<file path="config.mk">
export PLATFORM = sky130hd
export DESIGN_NAME = pong_game_ctrl
export DESIGN_NICKNAME = d
export VERILOG_FILES = /design/src/rtl/pong_game_ctrl.sv
export SDC_FILE = /design/constraint.sdc
export NUM_CORES = 1
export LEC_CHECK = 0
export CAP_MARGIN = 5
export CORE_MARGIN = 10
export CORE_UTILIZATION = 47
export DETAILED_ROUTE_END_ITERATION = 12
export PLACE_DENSITY = 0.73
export SLEW_MARGIN = 20
export SYNTH_ARGS = -nofsm -noshare
export SYNTH_HDL_FRONTEND = slang
export SYNTH_SLANG_ARGS = --single-unit
</file>
<file path="constraint.sdc">
create_clock -name clk -period 10.26 [get_ports clk]
set_input_delay 2.052 -clock clk [delete_from_list [all_inputs] [get_ports clk]]
set_output_delay 2.052 -clock clk [all_outputs]
set_load 0.01 [all_outputs]
</file>
<file path="src/rtl/pong_game_ctrl.sv">
// pong_game_ctrl: frame-rate pong game state (paddles, ball, velocity, scores, serve/play/game-over)
module pong_game_ctrl #(
    parameter int H_ACTIVE     = 640,
    parameter int V_ACTIVE     = 480,
    parameter int PADDLE_H     = 64,
    parameter int PADDLE_W     = 8,
    parameter int PADDLE_XL    = 16,
    parameter int PADDLE_XR    = 616,
    parameter int PADDLE_STEP  = 4,
    parameter int BALL_SIZE    = 8,
    parameter int SERVE_FRAMES = 60,
    parameter int WIN_SCORE    = 9
) (
    input  logic       clk,
    input  logic       rst,
    input  logic       frame_tick,
    input  logic       left_up,
    input  logic       left_down,
    input  logic       right_up,
    input  logic       right_down,
    input  logic       score_reset,
    input  logic [1:0] speed,
    output logic [9:0] paddle_l_y,
    output logic [9:0] paddle_r_y,
    output logic [9:0] ball_x,
    output logic [9:0] ball_y,
    output logic [3:0] score_l,
    output logic [3:0] score_r,
    output logic [1:0] game_state,
    output logic       point_pulse
);
    localparam int CW = $clog2(SERVE_FRAMES + 1);
    localparam logic signed [10:0] PS     = 11'(PADDLE_STEP);
    localparam logic signed [10:0] P_MAX  = 11'(V_ACTIVE - PADDLE_H);
    localparam logic signed [10:0] PH     = 11'(PADDLE_H);
    localparam logic signed [10:0] BS     = 11'(BALL_SIZE);
    localparam logic signed [10:0] Y_MAX  = 11'(V_ACTIVE - BALL_SIZE);
    localparam logic signed [10:0] X_MAX  = 11'(H_ACTIVE - BALL_SIZE);
    localparam logic signed [10:0] FACE_L = 11'(PADDLE_XL + PADDLE_W);
    localparam logic signed [10:0] FACE_R = 11'(PADDLE_XR);
    localparam logic [9:0] P_INIT   = 10'((V_ACTIVE - PADDLE_H) / 2);
    localparam logic [9:0] BX_INIT  = 10'((H_ACTIVE - BALL_SIZE) / 2);
    localparam logic [9:0] BY_INIT  = 10'((V_ACTIVE - BALL_SIZE) / 2);
    localparam logic [9:0] BX_HIT_L = 10'(PADDLE_XL + PADDLE_W);
    localparam logic [9:0] BX_HIT_R = 10'(PADDLE_XR - BALL_SIZE);
    localparam logic [9:0] BY_BOT   = 10'(V_ACTIVE - BALL_SIZE);
    localparam logic [CW-1:0] CNT_INIT = CW'(SERVE_FRAMES);
    localparam logic [3:0] WIN = 4'(WIN_SCORE);

    typedef enum logic [1:0] {SERVE = 2'd0, PLAY = 2'd1, GAME_OVER = 2'd2} state_t;

    state_t state, state_n;
    logic [CW-1:0] cnt, cnt_n;
    logic [9:0] pl, pr, bx, by, pl_n, pr_n, bx_n, by_n, pl_t, pr_t;
    logic [3:0] sl, sr, sl_n, sr_n;
    logic dx_neg, dy_neg, dx_n, dy_n, pp, pp_n;
    logic signed [10:0] step, x, y, pl_s, pr_s;
    logic top, bot, olap_l, olap_r, hit_l, hit_r, miss_l, miss_r;

    function automatic logic [9:0] paddle_next(input logic [9:0] py, input logic up, input logic dn);
        logic signed [10:0] t;
        t = $signed({1'b0, py}) + ((up && !dn) ? -PS : (dn && !up) ? PS : 11'sd0);
        return (t < 0) ? 10'd0 : (t > P_MAX) ? 10'(P_MAX) : 10'(t);
    endfunction

    assign step   = $signed({9'd0, speed}) + 11'sd1;
    assign x      = $signed({1'b0, bx});
    assign y      = $signed({1'b0, by});
    assign pl_t   = paddle_next(pl, left_up, left_down);
    assign pr_t   = paddle_next(pr, right_up, right_down);
    assign pl_s   = $signed({1'b0, pl_t});
    assign pr_s   = $signed({1'b0, pr_t});
    assign olap_l = (y + BS > pl_s) && (y < pl_s + PH);
    assign olap_r = (y + BS > pr_s) && (y < pr_s + PH);
    assign hit_l  = dx_neg && (x >= FACE_L) && (x - step < FACE_L) && olap_l;
    assign hit_r  = !dx_neg && (x + BS <= FACE_R) && (x + BS + step > FACE_R) && olap_r;
    assign miss_l = dx_neg && (x < step);
    assign miss_r = !dx_neg && (x + step > X_MAX);
    assign top    = dy_neg && (y < step);
    assign bot    = !dy_neg && (y + step > Y_MAX);

    // next game state: score_reset overrides everything, otherwise advance once per frame tick
    always_comb begin
        state_n = state;
        cnt_n   = cnt;
        pl_n    = pl;
        pr_n    = pr;
        bx_n    = bx;
        by_n    = by;
        dx_n    = dx_neg;
        dy_n    = dy_neg;
        sl_n    = sl;
        sr_n    = sr;
        pp_n    = 1'b0;
        if (score_reset) begin
            state_n = SERVE;
            cnt_n   = CNT_INIT;
            bx_n    = BX_INIT;
            by_n    = BY_INIT;
            dx_n    = 1'b0;
            sl_n    = '0;
            sr_n    = '0;
        end else if (frame_tick && state != GAME_OVER) begin
            pl_n = pl_t;
            pr_n = pr_t;
            if (state == SERVE) begin
                cnt_n   = (cnt == CW'(1)) ? CNT_INIT : cnt - 1'b1;
                state_n = (cnt == CW'(1)) ? PLAY : SERVE;
            end else if (miss_l || miss_r) begin
                pp_n = 1'b1;
                sl_n = miss_r ? sl + 4'd1 : sl;
                sr_n = miss_l ? sr + 4'd1 : sr;
                if ((miss_r ? sl : sr) + 4'd1 == WIN) begin
                    state_n = GAME_OVER;
                end else begin
                    state_n = SERVE;
                    cnt_n   = CNT_INIT;
                    bx_n    = BX_INIT;
                    by_n    = BY_INIT;
                    dx_n    = miss_l;
                end
            end else begin
                bx_n = hit_l ? BX_HIT_L : hit_r ? BX_HIT_R : 10'(x + (dx_neg ? -step : step));
                dx_n = hit_l ? 1'b0 : hit_r ? 1'b1 : dx_neg;
                by_n = top ? 10'd0 : bot ? BY_BOT : 10'(y + (dy_neg ? -step : step));
                dy_n = top ? 1'b0 : bot ? 1'b1 : dy_neg;
            end
        end
    end

    // game state registers
    always_ff @(posedge clk or posedge rst) begin
        if (rst) begin
            state  <= SERVE;
            cnt    <= CNT_INIT;
            pl     <= P_INIT;
            pr     <= P_INIT;
            bx     <= BX_INIT;
            by     <= BY_INIT;
            dx_neg <= 1'b0;
            dy_neg <= 1'b0;
            sl     <= '0;
            sr     <= '0;
            pp     <= 1'b0;
        end else begin
            state  <= state_n;
            cnt    <= cnt_n;
            pl     <= pl_n;
            pr     <= pr_n;
            bx     <= bx_n;
            by     <= by_n;
            dx_neg <= dx_n;
            dy_neg <= dy_n;
            sl     <= sl_n;
            sr     <= sr_n;
            pp     <= pp_n;
        end
    end

    assign paddle_l_y  = pl;
    assign paddle_r_y  = pr;
    assign ball_x      = bx;
    assign ball_y      = by;
    assign score_l     = sl;
    assign score_r     = sr;
    assign game_state  = state;
    assign point_pulse = pp;
endmodule

</file>
---- Word-level counts from Yosys, hierarchy flattened ----
Cells that the tools add are included.
word-level totals
  memory bits (writable) .................. 0
  register bits ........................... 59
  memories kept ........................... 0
  memory bits (read-only) ................. 0
  latch bits .............................. 0
  logic and storage cells ................. 154
  output and inout bits ................... 51
  bits of input ports ..................... 10
cells by class
  eq/ne operators ......................... 6
  add/sub/neg operators ................... 18
  reduce and logical (&&, ||, !) cells .... 40
  order comparisons ....................... 16
  bitwise gates (word level) .............. 3
  div/mod/pow operators ................... 0
  muxes and demuxes ....................... 60
  shift operators ......................... 0
  multipliers ............................. 0
operators by type and width
  cell                   count
  $mux 10                20
  $mux 4                 11
  $mux 6                 6
  $gt 11x10->1 const B   3
  $add 10x3->11          2
  $add 10x4->11 const B  2
  $add 10x7->11 const B  2
  $add 11x11->11         2
  $gt 11x11->1           2
  $gt 11x11->1 const B   2
  $lt 11x1->1 const B    2
  $lt 11x11->1           2
  $mux 11                2
  $add 10x10->10         2
  $lt 10x3->1            2
  $logic_and 1x1->1      17
  $mux 1                 14
  $add 4x1->4 const B    3
  $reduce_and 4->1       3
  $add 11x4->11          1
  $le 11x11->1 const B   1
  $lt 11x6->1 const B    1
  $sub 10x3->11          1
  $ge 10x5->1 const B    1
  other kinds (19)       39

---- Longest topological paths before layout ----
Gate-level depths: netlist (run 1).
  depth in word-level cells ............... 18
  gate-level depth with buffers ........... 25
  depth with buffers taken out ............ 23

---- Least setup slack after synthesis (run 1) ----
Ideal clock, no wire load.
  path kind ............................... input port to flip-flop
  from .................................... input port right_down
  to ...................................... register bx[7] (netlist: ball_x[7])
  library setup time ...................... 0.130 ns
  stages .................................. 24
  setup slack ............................. 3.699 ns
  data arrival time ....................... 6.431 ns
  path buffers ............................ 2
  data required time ...................... 10.130 ns
  cells stage by stage .................... inv_1 > ha_1 > buf_2 > buf_2 > xor2_1 > ha_1 > o21a_1 > o221ai_2 > nand2b_1 > a22oi_2 > xnor2_1 > a211oi_2 > nor4_1 > ha_1 > inv_1 > ha_1 > a21o_1 > a21o_2 > a2111oi_4 > o221ai_2 > a211oi_2 > o311a_4 > nand3b_4 > o32ai_2
between the ends
  word-level cells in the longest chain between the ends .. 17
  elaborated cells between the ends (all ways) .. 21
  those cells by class .................... add/sub: 2; order compare: 4; mux: 10; reduce/logical: 5
RTL lines
  item                                                  line  text
  from (decl)                                           20    input logic right_down,
  $logic_and 1x1->1 or $logic_not 1->1 (tied branches)  62    t = $signed({1'b0, py}) + ((up && !dn) ? -PS : (dn && !up) ? PS : 11'sd0);
  $mux 3 or $logic_and 1x1->1 (tied branches)           62
  $mux 11 (*)                                           62
  $add 11x11->11 (*)                                    62
  $gt 11x10->1                                          63    return (t < 0) ? 10'd0 : (t > P_MAX) ? 10'(P_MAX) : 10'(t);
  $mux 10                                               63
  $mux 10 (*)                                           63
  net pr_t[6]                                           54    logic [9:0] pl, pr, bx, by, pl_n, pr_n, bx_n, by_n, pl_t, pr_t;
  $add 10x7->11                                         74    assign olap_r = (y + BS > pr_s) && (y < pr_s + PH);
  $lt 11x11->1                                          74
  $logic_and 1x1->1 (*)                                 74
  $logic_and 1x1->1 (*)                                 76    assign hit_r = !dx_neg && (x + BS <= FACE_R) && (x + BS + step > FACE_R) && olap_r;
  $mux 10 (*) (2 in series)                             123   bx_n = hit_l ? BX_HIT_L : hit_r ? BX_HIT_R : 10'(x + (dx_neg ? -step : step));
  $mux 10 (*)                                           109   end else if (miss_l || miss_r) begin
  $mux 10 (*)                                           106   if (state == SERVE) begin
  $mux 10 (*)                                           103   end else if (frame_tick && state != GAME_OVER) begin
  $mux 10 (*)                                           95    if (score_reset) begin
  to (signal assigned)                                  150   bx <= bx_n;
  to (decl)                                             54
The timed path passes the listed nets; every way through them passes the cells marked *. The select of a mux whose other input is x is not followed.
A chain may end at the register's enable or synchronous reset.

---- Worst setup path in the final report (run 1) ----
  from .................................... input port right_up
  to ...................................... register bx[7] (netlist: ball_x[7])
between the ends
  word-level cells in the longest chain between the ends .. 18
  elaborated cells between the ends (all ways) .. 21
  those cells by class .................... add/sub: 2; order compare: 4; mux: 10; reduce/logical: 5
RTL lines
  item                       line  text
  from (decl)                19    input logic right_up,
  $logic_not 1->1            62
  $logic_and 1x1->1          62
  $mux 3                     62
  $mux 11 (*)                62
  $add 11x11->11 (*)         62
  $gt 11x10->1               63
  $mux 10                    63
  $mux 10 (*)                63
  $add 10x7->11              74
  $lt 11x11->1               74
  $logic_and 1x1->1 (*)      74
  $logic_and 1x1->1 (*)      76
  $mux 10 (*) (2 in series)  123
  $mux 10 (*)                109
  $mux 10 (*)                106
  $mux 10 (*)                103
  $mux 10 (*)                95
Mark *: on every way between the ends. The rest lies on a longest branch, timed or not. The select of a mux whose other input is x is not followed.

==> flow_summary.yaml, run 1 <==
layout:
  antennaDiodeCount: 0
  final_layout_size_suffix_gt1_share_pct: 8.34
  layout_common_cells: "ha_1 (85), clkdlybuf4s50_1 (60), nand2_1 (58), nor2_1 (54), a21oi_1 (53)"
  synthToLayoutAreaGrowth_pct: 14.1
  layout_commonest_cell: "ha_1"
  fill_cells: 1288
  nets: 933
grt:
  grt_max_degree: 60
  grt_pass1_wl_um: 29600
  antenna_found_initial: 0
  gr-total-overflow: 0
  grt_pass1_vias: 5889
  track_usage_pct: 17.8
worst_setup_path:
  reg2regPathDepth: 19
  cp_max_fo: 18
  crit_required_ns: 10.50
  crit_path_start: "right_up"
  r2r_start: "paddle_r_y[3]"
  endpoint_kind: "register"
  arrival_ns: 7.74
  worstSetupPathType: "input pin to register"
  r2r_slack_ns: 5.06
  cp-start-kind: "input pin"
yosys:
  synth_edf_count: 0
  synthFlopType: "dfrtp_1"
  yosysUniqueCellTypes: 86
  netlist_area_um2: 6640
  async_reset_ff_share_pct: 100
  ys_seq_area_share_pct: 22.6
  netlist_instances: 798
  syn_area_per_cell_um2: 8.32
  yosysWarnings: 0
  synth.ff_latch_count: 59
timing:
  final_max_slew_viol_count: 0
  relSlewSlack_pct: 35.5
  finalSetupViolCount: 0
  worstMarginPinSlew_ns: 0.961
  hold_viol: 0
  finalSetupTns_ns: 0
  period_minus_slack_ns: 7.50
  grt_setup_unrepaired: "false"
  setup_ws_ns: 2.76
  fmax_mhz: 133
  fin_skew_ns: 0.00744
  period_share_pct: 73.1
clock_network:
  clk-insertion-delay-late_ns: 0.33
  clockBufferDepth: 2
  cts-root-buf: "clkbuf_16"
  clock_sinks: 59
  clk_pin_slew_ns: 0.05
  htreeDepth: 3
  hold_buffers: 0
  cts_tree: "done"
  post-cts-setup-buffer-count: 0
  cts_resized: 0
  cts_buffers: 9
pwr:
  ir_drop_mv: 0.100
  leakage_nw: 3.25
  powerDensity_nw_per_um2: 157
  finalPower_mw: 1.19
routing:
  avgRoutedWirePerCell_um: 17.0
  drc: 0
  routed-via-count: 6085
  antenna_left: 0
  drtIter0Drc: 592
  wl_um: 17300
  dr.pass1.iters: 5
  vias_per_cell: 5.97
outcome:
  status: "completed"
floorplan:
  rows: 43
  ioPinCount: 61
  dieArea_um2: 19300
  die_h_um: 139
  initial_utilization_pct: 47.8
  coreArea_um2: 13900
  die_x_um: 139
placement:
  io_buffers: 60
  hpwl_um: 12900
  gp_congestion: 0.914
  place_ws_ns: 2.43
min_path:
  min_from: "cnt[4]"
  holdPathStages: 2
  hold_class: "register to register"
run:
  drv_cap: 0
worst max-delay path: stages:
cell,delay [ns]
clkdlybuf4s50_1,0.48
ha_1,0.59
xor2_1,0.17
ha_1,0.27
a21boi_0,0.14
o221ai_2,0.26
nand2b_1,0.15
a22oi_2,0.28
xnor2_1,0.20
a211oi_2,0.14
nor3_1,0.79
nand2_1,0.22
ha_1,0.37
a21o_1,0.18
a21o_1,0.17
a211o_1,0.29
a41oi_1,0.26
a211oi_2,0.09
o311a_4,0.18
nand3b_4,0.18
o32ai_2,0.26
area by class of cell:
| cell class | count | area (um2) | area share (%) |
|---|---|---|---|
| clock buffer | 10 | 239 | 3.16 |
| timing repair buffer | 61 | 608 | 8.03 |
| tap | 180 | 225 | 2.97 |
| multi-input combinational | 654 | 4770 | 63.0 |
| sequential | 59 | 1500 | 19.8 |
| clock inverter | 6 | 41.3 | 0.545 |
| inverter | 49 | 184 | 2.43 |
where the power goes:
| group | switching (mW) | internal [mW] | total, mW |
|---|---|---|---|
| Sequential | 0.0580 | 0.271 | 0.329 |
| Combinational | 0.312 | 0.267 | 0.579 |
| Clock | 0.113 | 0.169 | 0.282 |
layer usage:
metal / part of all wire (%) / GRT usage [%] / vias up
met2: 46 / 28.3 / 161
li1: - / - / 2998
met4: 1.8 / 5.82 / 0
met3: 4.1 / 2.81 / 21
met5: 0 / 0 / -
met1: 48 / 24.1 / 2905
flip-flops by register name, indices dropped and copies added, names as in the netlist, 2 cells and up:
name,cells
score_r,4
cnt,6
ball_y,10
score_l,4
ball_x,10
game_state,2
paddle_r_y,10
paddle_l_y,10
stage by stage:
stage	utilization [%]	hold WS, ns	cell area (um2)	instances
global route	54.6	0.554	7570	1019
global placement	52.5	0.489	7290	1003
detailed placement	52.5	0.486	7290	1003
floorplan	-	0.466	6650	801
CTS	54.6	0.512	7570	1019
finish	54.6	0.524	7570	1019
cell usage after synthesis, types with 6 or more instances:
master	n	area [um2]
and3_1	8	50.1
and2_1	12	75.1
nor3_1	19	95.1
o31ai_1	6	45.0
o21a_1	9	67.6
nand3_1	29	145
o21bai_1	6	45.0
clkbuf_1	20	75.1
nand4_1	17	106
a21oi_1	53	265
xor2_1	22	193
buf_2	15	75.1
a211oi_1	7	52.6
xnor2_1	37	324
nor2b_1	10	62.6
dfstp_2	20	526
nand2_1	58	218
a21o_1	11	82.6
o21ai_0	51	255
nand2b_1	10	62.6
o22ai_1	8	50.1
a31oi_1	10	62.6
or2_2	8	50.1
ha_1	85	1060
dfrtp_1	39	976
nor2_1	54	203
inv_1	49	184
final timing paths:
| path | endpoint |
|---|---|
| worst min register to register | cnt[4] |
| max in group asynchronous | ball_y[9] |
| min in group asynchronous | score_r[2] |
| worst max register to register | ball_x[7] |
| worst min-delay path | cnt[4] |
| worst max-delay path | ball_x[7] |
cells by family after synthesis:
kind of cell    Yosys count  share of synthesized area, %
flops                    59                          22.6
simple gates            263                          20.8
fa+ha+maj                89                          17.2
compound gates          231                          24.5
other cells               1                        0.0565
xor+xnor                 60                          8.13
buf+inv                  88                          5.60
mux                       7                          1.11
No activity file was read; power rests on OpenSTA's default activity.
==> inputs of run 2 (changes only) <==
--- a/config.mk
+++ b/config.mk
@@ -9,7 +9,7 @@
 export CORE_MARGIN = 10
 export CORE_UTILIZATION = 47
 export DETAILED_ROUTE_END_ITERATION = 12
-export PLACE_DENSITY = 0.73
+export PLACE_DENSITY = 0.76
 export SLEW_MARGIN = 20
 export SYNTH_ARGS = -nofsm -noshare
 export SYNTH_HDL_FRONTEND = slang
==> constraint.sdc (replaced) <==
create_clock -name clk -period 6.8 [get_ports clk]
set_input_delay 1.36 -clock clk [delete_from_list [all_inputs] [get_ports clk]]
set_output_delay 1.36 -clock clk [all_outputs]
set_load 0.01 [all_outputs]
==> run 2 against run 1 <==
- utilization grew 0.82 points
- cell area grew 1.5%
- via count grew 0.59%
- worst setup slack lost 2.2 ns
- critical path type unchanged
- largest cell class unchanged
- largest power group unchanged
==> flow_summary.yaml, run 2 (same netlist as run 1, synthesis figures left out) <==
outcome:
  status: "completed"
worst_setup_path:
  cp_max_fo: 10
  endpoint_kind: "register"
  cp-start-kind: "input pin"
  worstSetupPathType: "input pin to register"
  arrival_ns: 6.47
  crit_required_ns: 7.07
floorplan:
  die_h_um: 139
  dieArea_um2: 19300
  die_x_um: 139
  initial_utilization_pct: 47.8
  rows: 43
  coreArea_um2: 13900
  ioPinCount: 61
clock_network:
  clk_pin_slew_ns: 0.06
  clock_sinks: 59
  post-cts-setup-buffer-count: 0
  clk-insertion-delay-late_ns: 0.34
  hold_buffers: 0
  cts_tree: "done"
  cts_buffers: 9
  cts_resized: 0
  cts-root-buf: "clkbuf_16"
  htreeDepth: 3
  clockBufferDepth: 2
pwr:
  net-switching-power_mw: 0.735
  ir_drop_mv: 0.158
  internal_power_mw: 1.19
  swShare_pct: 38.2
  pwr-share-comb_pct: 46.6
  finalPower_mw: 1.92
  powerDensity_nw_per_um2: 250
  clkPwrFrac_pct: 27.7
  pwr-share-seq_pct: 25.7
  leakage_nw: 3.32
placement:
  io_buffers: 60
  gp_congestion: 0.922
  hpwl_um: 12800
routing:
  avgRoutedWirePerCell_um: 16.9
  wl_um: 17400
  vias_per_cell: 5.97
  antenna_left: 0
  routed-via-count: 6121
  drc: 0
  drtIter0Drc: 613
  dr.pass1.iters: 5
layout:
  layout_commonest_cell: "ha_1"
  nets: 940
  final_layout_size_suffix_gt1_share_pct: 9.10
  synthToLayoutAreaGrowth_pct: 15.8
  antennaDiodeCount: 0
  layout_common_cells: "ha_1 (85), clkdlybuf4s50_1 (60), nand2_1 (58), nor2_1 (54), a21oi_1 (53)"
  fin_util_pct: 55.4
run:
  drv_cap: 0
timing:
  worstMarginPinSlew_ns: 0.936
  finalSetupTns_ns: 0
  final_max_slew_viol_count: 0
  finalSetupViolCount: 0
  relSlewSlack_pct: 37.6
  period_share_pct: 91.2
  fmax_mhz: 161
  period_minus_slack_ns: 6.20
  grt_setup_unrepaired: "false"
  hold_viol: 0
  fin_skew_ns: 0.00487
grt:
  grt_pass1_wl_um: 29200
  grt_max_degree: 60
  track_usage_pct: 17.7
  antenna_found_initial: 0
  grt_pass1_vias: 5830
  gr-total-overflow: 0
min_path:
  hold_class: "register to register"
==> run 2: path summary, 6_finish.rpt <==
kind | end | from | slack [ns] | depth (start not counted)
worst max-delay path | ball_x[4] | left_down | 0.60 | 22
worst min-delay path | cnt[4] | cnt[4] | 0.50 | 2
worst max register to register | ball_x[4] | paddle_l_y[3] | 1.92 | 18
worst min register to register | cnt[4] | cnt[4] | 0.50 | 2
max in group asynchronous | ball_y[1] | rst | 4.73 | 3
min in group asynchronous | paddle_r_y[2] | rst | 1.58 | 3
==> run 2: per-layer routing <==
| layer | up-vias | GRT usage [%] | share of wire (%) |
|---|---|---|---|
| met2 | 189 | 28.9 | 48 |
| met1 | 2906 | 23.1 | 45 |
| met3 | 19 | 3.39 | 5.8 |
| li1 | 3007 | - | - |
| met5 | - | 0 | 0 |
| met4 | 0 | 4.72 | 1.2 |
==> run 2: metrics by stage <==
stage	hold slack [ns]	instances	area, um2	setup slack (ns)
after floorplan	0.466	801	6650	0.931
after global placement	0.484	1010	7350	0.397
after detailed placement	0.486	1010	7350	0.288
after CTS	0.494	1026	7690	0.634
after global routing	0.509	1026	7690	0.326
final	0.496	1026	7690	0.600
==> run 2: final cells by class <==
| cell class | instances | area (um2) |
|---|---|---|
| Fill cell | 1278 | 6190 |
| Clock buffer | 9 | 225 |
| Clock inverter | 7 | 116 |
| Multi-Input combinational cell | 654 | 4770 |
| Sequential cell | 59 | 1500 |
| Inverter | 49 | 184 |
| Tap cell | 180 | 225 |
| Timing Repair Buffer | 68 | 661 |
==> run 2: worst max-delay path: stages <==
cell             delay [ns]
clkdlybuf4s50_1        0.45
inv_1                  0.05
ha_1                   0.26
inv_1                  0.04
ha_1                   0.22
ha_1                   0.23
and3b_1                0.20
o21ai_0                0.20
nand2_1                0.13
xnor3_1                0.21
a2111o_1               0.44
o211a_1                0.24
nand2_1                0.11
ha_1                   0.23
nor2b_1                0.13
o21a_1                 0.17
o311a_1                0.28
o31ai_1                0.30
or3b_1                 0.38
a2111o_1               0.44
nand2_1                0.20
a2bb2oi_1              0.19
==> run 2: power groups by stage <==
stage	Combinational, mW	Clock, mW	Sequential [mW]
6_report	0.896	0.533	0.494
5_1_grt	1.02	0.552	0.506
4_1_cts	0.890	0.536	0.493
3_5_place_dp	0.883	0	0.499
3_3_place_gp	0.866	0	0.498
2_1_floorplan	0.673	0	0.464
